File: src/rtl/ace_snoop_initiator.sv
// ACE snoop initiator: issues one AC snoop per upstream command, gathers CR plus the optional
// two-beat CD line, and returns a single assembled result with filtering, protocol checks and a timeout.
module ace_snoop_initiator #(
  parameter int unsigned TimeoutCycles = 256,
  parameter int unsigned LineWidth     = 128
) (
  input  logic                 clk_i,
  input  logic                 rst_ni,
  input  logic                 req_valid_i,
  output logic                 req_ready_o,
  input  logic [63:0]          req_addr_i,
  input  logic [3:0]           req_snoop_i,
  // snoop_req_o  = {ac_valid, ac_addr[63:0], ac_snoop[3:0], cr_ready, cd_ready}
  output logic [70:0]          snoop_req_o,
  // snoop_resp_i = {ac_ready, cr_valid, cr_resp[3:0] = {isShared, passDirty, error, dataTransfer},
  //                 cd_valid, cd_data[63:0], cd_last}
  input  logic [71:0]          snoop_resp_i,
  output logic                 rsp_valid_o,
  input  logic                 rsp_ready_i,
  output logic [LineWidth-1:0] rsp_data_o,
  output logic                 rsp_has_data_o,
  output logic                 rsp_pass_dirty_o,
  output logic                 rsp_is_shared_o,
  output logic                 rsp_error_o,
  output logic                 busy_o
);
  // Every channel transfers on a cycle where both valid and ready are high at posedge clk_i;
  // a valid, once raised, holds its payload stable until that handshake.
  typedef enum logic [1:0] {IDLE, SEND_AC, WAIT_RESP, DELIVER} state_e;

  localparam int unsigned BeatW = LineWidth / 2;

  state_e               state_q;
  logic [63:0]          addr_q;
  logic [3:0]           snoop_q;
  logic [1:0]           beat_cnt_q;
  logic                 cr_seen_q, dt_q, pd_q, is_q, err_q;
  logic [LineWidth-1:0] data_q;
  logic [31:0]          tmo_q;

  logic             ac_ready, cr_valid, cd_valid, cd_last;
  logic [3:0]       cr_resp;
  logic [BeatW-1:0] cd_data;

  assign ac_ready = snoop_resp_i[71];
  assign cr_valid = snoop_resp_i[70];
  assign cr_resp  = snoop_resp_i[69:66];
  assign cd_valid = snoop_resp_i[65];
  assign cd_data  = snoop_resp_i[64:1];
  assign cd_last  = snoop_resp_i[0];

  logic       cr_hs, cd_hs, cd_err, proto_err, done, tmo_hit;
  logic       cr_seen_d, dt_d, err_d;
  logic [1:0] beat_cnt_d;
  logic [31:0] tmo_d;

  function automatic logic snoop_supported(input logic [3:0] s);
    // ReadOnce, ReadShared, ReadUnique, CleanInvalid
    return (s == 4'b0000) || (s == 4'b0001) || (s == 4'b0111) || (s == 4'b1001);
  endfunction

  always_comb begin
    cr_hs      = 1'b0;
    cd_hs      = 1'b0;
    cd_err     = 1'b0;
    cr_seen_d  = cr_seen_q;
    dt_d       = dt_q;
    beat_cnt_d = beat_cnt_q;
    proto_err  = 1'b0;
    err_d      = err_q;
    done       = 1'b0;
    tmo_d      = tmo_q + 32'd1;
    tmo_hit    = 1'b0;
    if (state_q == WAIT_RESP) begin
      cr_hs      = cr_valid && !cr_seen_q;
      cd_hs      = cd_valid && (beat_cnt_q < 2'd2);
      cd_err     = cd_hs && (((beat_cnt_q == 2'd0) && cd_last) || ((beat_cnt_q == 2'd1) && !cd_last));
      cr_seen_d  = cr_seen_q || cr_hs;
      dt_d       = cr_hs ? cr_resp[0] : dt_q;
      beat_cnt_d = beat_cnt_q + {1'b0, cd_hs};
      // A line beat is illegal once CR has said no data will follow.
      proto_err  = cr_seen_d && !dt_d && (beat_cnt_d != 2'd0);
      err_d      = err_q || (cr_hs && cr_resp[1]) || cd_err || proto_err;
      done       = proto_err || (cr_seen_d && (dt_d ? (beat_cnt_d == 2'd2) : (beat_cnt_d == 2'd0)));
      tmo_hit    = (TimeoutCycles != 0) && (tmo_d == TimeoutCycles);
    end
  end

  always_ff @(posedge clk_i) begin
    if (!rst_ni) begin
      state_q    <= IDLE;
      addr_q     <= '0;
      snoop_q    <= '0;
      beat_cnt_q <= '0;
      cr_seen_q  <= 1'b0;
      dt_q       <= 1'b0;
      pd_q       <= 1'b0;
      is_q       <= 1'b0;
      err_q      <= 1'b0;
      data_q     <= '0;
      tmo_q      <= '0;
    end else begin
      case (state_q)
        IDLE: begin
          if (req_valid_i) begin
            addr_q     <= req_addr_i & {{60{1'b1}}, 4'b0000};
            snoop_q    <= req_snoop_i;
            beat_cnt_q <= '0;
            cr_seen_q  <= 1'b0;
            dt_q       <= 1'b0;
            pd_q       <= 1'b0;
            is_q       <= 1'b0;
            data_q     <= '0;
            tmo_q      <= '0;
            err_q      <= !snoop_supported(req_snoop_i);
            state_q    <= snoop_supported(req_snoop_i) ? SEND_AC : DELIVER;
          end
        end
        SEND_AC: begin
          if (ac_ready) begin
            beat_cnt_q <= '0;
            cr_seen_q  <= 1'b0;
            tmo_q      <= '0;
            state_q    <= WAIT_RESP;
          end
        end
        WAIT_RESP: begin
          if (cr_hs) begin
            dt_q <= cr_resp[0];
            pd_q <= cr_resp[2];
            is_q <= cr_resp[3];
          end
          if (cd_hs) begin
            if (beat_cnt_q == 2'd0) data_q[BeatW-1:0]         <= cd_data;
            else                    data_q[LineWidth-1:BeatW] <= cd_data;
          end
          cr_seen_q  <= cr_seen_d;
          beat_cnt_q <= beat_cnt_d;
          err_q      <= err_d;
          if (done) begin
            state_q <= DELIVER;
          end else begin
            tmo_q <= tmo_d;
            if (tmo_hit) begin
              err_q   <= 1'b1;
              state_q <= DELIVER;
            end
          end
        end
        DELIVER: begin
          if (rsp_ready_i) begin
            beat_cnt_q <= '0;
            cr_seen_q  <= 1'b0;
            dt_q       <= 1'b0;
            pd_q       <= 1'b0;
            is_q       <= 1'b0;
            err_q      <= 1'b0;
            data_q     <= '0;
            state_q    <= IDLE;
          end
        end
        default: state_q <= IDLE;
      endcase
    end
  end

  assign req_ready_o      = (state_q == IDLE);
  assign busy_o           = (state_q != IDLE);
  assign snoop_req_o      = {(state_q == SEND_AC), addr_q, snoop_q,
                             (state_q == WAIT_RESP) && !cr_seen_q,
                             (state_q == WAIT_RESP) && (beat_cnt_q < 2'd2)};
  assign rsp_valid_o      = (state_q == DELIVER);
  assign rsp_has_data_o   = dt_q && (beat_cnt_q == 2'd2) && !err_q;
  assign rsp_data_o       = rsp_has_data_o ? data_q : '0;
  assign rsp_pass_dirty_o = pd_q;
  assign rsp_is_shared_o  = is_q;
  assign rsp_error_o      = err_q;
endmodule

File: config.mk
export PLATFORM = sky130hd
export DESIGN_NAME = ace_snoop_initiator
export DESIGN_NICKNAME = d
export VERILOG_FILES = /design/src/rtl/ace_snoop_initiator.sv
export SDC_FILE = /design/constraint.sdc
export NUM_CORES = 1
export LEC_CHECK = 0
export BUFFER_PORTS_ARGS = -buffer_cell sky130_fd_sc_hd__buf_2
export CORE_ASPECT_RATIO = 1.25
export CORE_MARGIN = 2
export CORE_UTILIZATION = 51
export DETAILED_ROUTE_END_ITERATION = 10
export PLACE_DENSITY = 0.81
export SYNTH_ARGS = -nofsm -noshare
export SYNTH_HDL_FRONTEND = slang
export SYNTH_SLANG_ARGS = --single-unit
export TNS_END_PERCENT = 30
File: constraint.sdc
create_clock -name clk_i -period 3.82 [get_ports clk_i]
set_input_delay 0.191 -clock clk_i [delete_from_list [all_inputs] [get_ports clk_i]]
set_output_delay 0.191 -clock clk_i [all_outputs]
set_load 0.01 [all_outputs]
==> impl_metrics.yaml, run 1 <==
outcome:
  status: "finished, final reports clean"
timing:
  period_share: 0.858
  rsz0062_at_grt: "false"
  post-route-min-period_ns: 3.28
  slew_violations: 0
  tightest_slew_ns: 1.17
  hold_viol_final: 0
  fmax_mhz: 305
  finClkSkew_ns: 0.0137
  finalSetupTns_ns: 0
  relSlewSlack: 0.215
  final-setup-viol-count: 0
cts:
  postCtsSetupRepairBufs: 0
  cts_max_level: 1
  cts_buffer_depth: 3
  cts_resized: 0
  cts_hold_buf: 131
  cts_tree: "done"
  clock_latency_ns: 0.51
  clkSinkCount: 233
  cts-root-buf: "clkbuf_16"
  clkTransAtPathRegs_ns: 0.06
  numCtsBuffers: 24
synthesis:
  yosysTopAreaCellShare: 0.444
  ys_types: 59
  yosys_warnings: 0
  ys_seq_area_frac: 0.444
  yosysTopAreaCell: "dfxtp_1"
  synth_area_leaders: "dfxtp_1 (44%), a21oi_1 (11%), nand2_1 (10%)"
  synth_edf_count: 0
  syn_inst: 1392
  syn_avg_cell_area_um2: 7.54
  async_flop_share: 0
  mappedNetlistArea_um2: 10500
  synthFlopType: "dfxtp_1"
  ys_ff_latch: 233
global_routing:
  use_met3: 0.0758
  grt_overflow: 0
  grt_start_max_net_pins: 130
  busiest_layer: "met2"
  use_met1: 0.353
  grt_usage: 0.308
  antenna_found_initial: 2
  grt_pass1_vias: 11000
  grt_first_pass_wirelength_um: 55400
  use_met2: 0.536
final_layout:
  fill_cells: 1458
  drive_above_1_share: 0.229
  syn_to_final_growth_pct: 37.1
  nNetsFinal: 1932
  utilization: 0.713
routing:
  drc: 0
  viasPerCell: 5.63
  ant_nets: 0
  route.vias.total: 11600
  initialDrtViolationCount: 1225
  routedWlPerCell_um: 17.2
  drt-pass1-iter-count: 6
  routed_wl_um: 35600
setup_path:
  cp.arrival_ns: 3.71
  startpoint_type: "flop"
  crit_start: "tmo_q[0]"
  worstPathRequired_ns: 4.25
  r2r_start: "tmo_q[0]"
  critPathMaxFanout: 11
  crit_type: "reg2reg"
  cp-end-kind: "flop"
floorplan:
  die_h_um: 164
  fp-row-count: 58
  fp.dieW_um: 132
  core_area_um2: 20200
  io_pins: 350
  dieArea_um2: 21800
  start_util: 0.520
power:
  leakagePower_nw: 6.13
  irDropWorstVdd_mv: 0.619
  pwr_density_cell_nw_per_um2: 553
hold_path:
  hold_class: "in2reg"
  hp-start: "snoop_resp_i[70]"
place:
  dp_hpwl_um: 19900
  routabilityCongestion: 0.921
  io_buffers: 341
run:
  max_cap_viol_count: 0
## layer usage
layer / wire (µm) / part of all wire / vias up
li1: - / - / 5475
met2: 17600 / 0.50 / 614
met1: 13000 / 0.37 / 5411
met4: 1720 / 0.048 / 0
met5: 0 / 0 / -
met3: 3250 / 0.091 / 141
## path summary, 6_finish.rpt
kind                endpoint  slack (ns)  cells past startpoint
hold reg to reg   data_q[85]        0.45                      2
setup / recovery  state_q[0]        0.54                      9
hold / removal     cr_seen_q        0.02                      3
setup reg to reg  state_q[0]        0.54                      9
## through the flow
step                      hold WS, ns  cells  total power, mW  instance area (µm²)  setup WS (ns)
final                          0.0244   2068             7.96                14400          0.543
after global routing           0.0571   2068             8.33                14400          0.294
after CTS                      0.0106   2067             7.88                14400          0.584
after detailed placement        0.437   1894             5.30                12200          0.600
after global placement          0.427   1894             5.26                12200          0.654
after floorplan                 0.327   1395             4.49                10500           1.07
## cells by family (layout without fill, tap and decap cells)
group           after synthesis  after routing  share of synthesized area
flops                       233            233                      0.444
fa+ha+maj                     7              7                    0.00834
simple gates                686            686                      0.319
compound gates              313            313                      0.163
buf+inv                     137            539                     0.0523
xor+xnor                     13             13                     0.0108
other cells                   1              5                   0.000357
mux                           2              2                    0.00191
## critical path, stage by stage (launching register included)
cell and delay (ns):
dfxtp_1 0.53, ha_1 0.37, nand3_2 0.23, or3_4 0.44, or3_4 0.44, a2111oi_4 0.35, nand4_1 0.16, nor4_2 0.34
o21ai_1 0.15, a21oi_1 0.19
## cells in the mapped netlist (2+ instances only)
cell	number
ha_1	7
nand4b_1	3
a21o_1	5
and2_1	136
nand4_1	9
buf_2	7
buf_4	5
or3_4	2
o21ai_0	34
or2_1	2
xnor2_1	7
and3_1	5
inv_1	11
xor2_1	6
dfxtp_1	233
nor2b_1	9
a31oi_1	6
o211ai_1	2
a21oi_1	236
mux2i_1	2
o31ai_1	2
buf_1	16
nand3b_1	3
a41oi_1	2
nor4_1	8
nor2_1	41
and4_1	5
nand3_1	144
clkbuf_1	96
nand4_2	2
a22oi_1	4
a211oi_1	4
nand2_1	282
o2111ai_1	2
nand2b_1	2
or3_1	11
a211o_1	3
nor3_1	17
## cell usage in the layout (no fill, tap or decap), types with 7 or more instances in the layout
cell type,count
inv_1,11
nand4_1,9
or3_1,11
nor2_1,41
nor3_1,16
buf_4,9
buf_2,341
nor2b_1,9
nor4_1,8
o21ai_0,34
dfxtp_1,233
and2_1,133
clkbuf_16,25
nand3_1,144
clkbuf_8,7
a21oi_1,236
nand2_1,279
dlygate4sd3_1,131
xnor2_1,7
## cell type report
| class | count | area [µm²] | area share |
|---|---|---|---|
| tap | 270 | 338 | 0.0235 |
| inverter | 12 | 50.0 | 0.00348 |
| clock inverter | 6 | 108 | 0.00748 |
| timing repair buffer | 485 | 3170 | 0.220 |
| clock buffer | 36 | 737 | 0.0512 |
| multi-input combinational | 1025 | 5320 | 0.370 |
| sequential | 233 | 4660 | 0.324 |
| antenna | 1 | 2.50 | 0.000174 |
## sequential cells by signal (all words and copies together) (netlist names)
signal / cells
addr_q: 60
rsp_error_o: 1
state_q: 2
rsp_is_shared_o: 1
cr_seen_q: 1
beat_cnt_q: 2
data_q: 128
dt_q: 1
snoop_q: 4
rsp_pass_dirty_o: 1
tmo_q: 32
## power breakdown
part | internal, mW | leakage, nW | switching, mW
Clock | 1.53 | 0.414 | 0.960
Sequential | 2.73 | 1.89 | 0.162
Combinational | 0.743 | 3.82 | 1.84
Power figures use the tool's default switching activity.
==> run 2, diff against run 1 <==
- CORE_UTILIZATION: 51 -> 49
- PLACE_DENSITY: 0.81 -> 0.78
==> impl_metrics.yaml, run 2 (synthesis gave the netlist of run 1 again) <==
setup_path:
  cp.arrival_ns: 3.63
  crit_start: "tmo_q[1]"
  rrSetupSlack_ns: 0.59
  cp_cell_sequence: "ha_1 -> nand3_2 -> or3_4 -> or3_4 -> a2111oi_4 -> nand4_1 -> nor4_2 -> o21ai_1 -> mux2i_1"
  startpoint_type: "flop"
  cp_top_family: "simple AND/OR/NAND/NOR gates"
  cp-end-kind: "flop"
  r2r_end: "state_q[1]"
  reg2reg_depth: 9
  slowest_stage: "dfxtp_1"
  worstPathRequired_ns: 4.22
  critPathMaxFanout: 10
  endpoint: "state_q[1]"
  cpPeakStageDelay_ns: 0.50
  path_buf_inv: 0
  cp.depth: 9
  cpMostUsedCell: "or3_4"
  r2r_start: "tmo_q[1]"
  crit_type: "reg2reg"
global_routing:
  grt_overflow: 0
  antenna_found_initial: 2
  grt_first_pass_wirelength_um: 54000
  grt_start_max_net_pins: 112
  grt_pass1_vias: 11100
  grt_usage: 0.284
routing:
  drt-pass1-iter-count: 6
  routed_wl_um: 33800
  route.vias.total: 11500
  viasPerCell: 5.52
  drc: 0
  routedWlPerCell_um: 16.2
  initialDrtViolationCount: 770
  ant_nets: 0
timing:
  post-route-min-period_ns: 3.23
  final-setup-viol-count: 0
  period_share: 0.846
  slew_violations: 0
  rsz0062_at_grt: "false"
  holdWs_ns: 0.0393
  hold_viol_final: 0
  fmax_mhz: 310
  finClkSkew_ns: 0.0126
  finalSetupTns_ns: 0
  tightest_slew_ns: 1.22
  relSlewSlack: 0.186
final_layout:
  largest_reg_flops: 128
  final_cell_mix: "buf_2 (341), nand2_1 (279), a21oi_1 (236)"
  multiInputGateArea_um2: 5320
  fin_area_um2: 14400
  seq_area_um2: 4660
  nNetsFinal: 1937
  syn_to_final_growth_pct: 37.5
  largest-register: "data_q"
  largest_registers: "data_q x128, addr_q x60, tmo_q x32"
  drive_above_1_share: 0.232
  final_common_cell: "buf_2"
  fill_cells: 1588
floorplan:
  fp-row-count: 59
  io_pins: 350
  core_area_um2: 20900
  fp.dieW_um: 135
  die_h_um: 168
  start_util: 0.502
  dieArea_um2: 22600
cts:
  cts_max_level: 1
  clkTransAtPathRegs_ns: 0.06
  clkSinkCount: 233
  clock_latency_ns: 0.52
  cts_tree: "done"
  numCtsBuffers: 25
  cts-root-buf: "clkbuf_16"
  cts_buffer_depth: 3
run:
  max_cap_viol_count: 0
power:
  leakagePower_nw: 6.15
  pwr_density_cell_nw_per_um2: 546
  irDropWorstVdd_mv: 0.792
place:
  routabilityCongestion: 0.890
  dp_hpwl_um: 20000
  io_buffers: 341
  post_dp_cell_area_um2: 12300
hold_path:
  hold_class: "in2reg"
outcome:
  status: "finished, final reports clean"
## run 2: cell types whose count changed in the layout (fill, tap and decap cells not counted), moves of 2 or more
cell	change
clkbuf_1	-2
bufinv_16	-2
clkbuf_8	+3
buf_4	+2
## run 2: final cells by class
type                       instances  share of cell area
antenna                            2            0.000347
clock buffer                      37              0.0534
clock inverter                     7             0.00477
inverter                          12             0.00347
multi-input combinational       1025               0.369
sequential                       233               0.323
tap                              274              0.0237
timing repair buffer             489               0.222
## run 2: per-stage QoR
step                      total power, mW  setup slack [ns]   util  instances
final                                7.88             0.589  0.691       2079
after CTS                            7.85             0.580  0.691       2077
after detailed placement             5.30             0.610  0.587       1901
after global placement               5.25             0.671  0.587       1901
after floorplan                      4.49              1.07      -       1395
after global routing                 8.26             0.357  0.691       2079
## run 2: worst min path at each step
| stage | slack, ns | cells after the start | endpoint | startpoint |
|---|---|---|---|---|
| floorplan | 0.33 | 2 | addr_q[10] | req_addr_i[10] |
| global placement | 0.43 | 3 | rsp_is_shared_o | snoop_resp_i[69] |
| detailed placement | 0.44 | 3 | addr_q[63] | req_addr_i[63] |
| CTS | 0.03 | 3 | state_q[0] | rst_ni |
| global route | 0.04 | 3 | state_q[0] | rst_ni |
| finish | 0.04 | 2 | tmo_q[31] | rst_ni |
## run 2: power breakdown
| part | internal (mW) | leakage [nW] | total, mW | switching, mW |
|---|---|---|---|---|
| Sequential | 2.73 | 1.89 | 2.89 | 0.159 |
| Combinational | 0.739 | 3.85 | 2.54 | 1.80 |
| Clock | 1.46 | 0.413 | 2.45 | 0.992 |
| Total | 4.93 | 6.15 | 7.88 | 2.95 |
## run 2: worst reg2reg max path, delay by kind of cell (launching register included)
| kind | cells | cell delay, ns |
|---|---|---|
| simple gates | 5 | 1.59 |
| flops | 1 | 0.50 |
| mux | 1 | 0.16 |
| fa+ha+maj | 1 | 0.37 |
| compound gates | 2 | 0.52 |
## run 2: per-layer routing
layer / GRT usage / wire [µm] / vias up
met1: 0.328 / 12900 / 5323
met5: 0 / 0 / -
li1: - / - / 5487
met4: 0.135 / 1670 / 0
met3: 0.0539 / 2670 / 126
met2: 0.502 / 16600 / 530
## run 2: timing repair
| item | in CTS | in global routing |
|---|---|---|
| endpoints found under the hold margin | 196 | 0 |
| gates resized for setup | 0 | 0 |
| setup buffers | 0 | 0 |
| hold buffers | 132 | 0 |
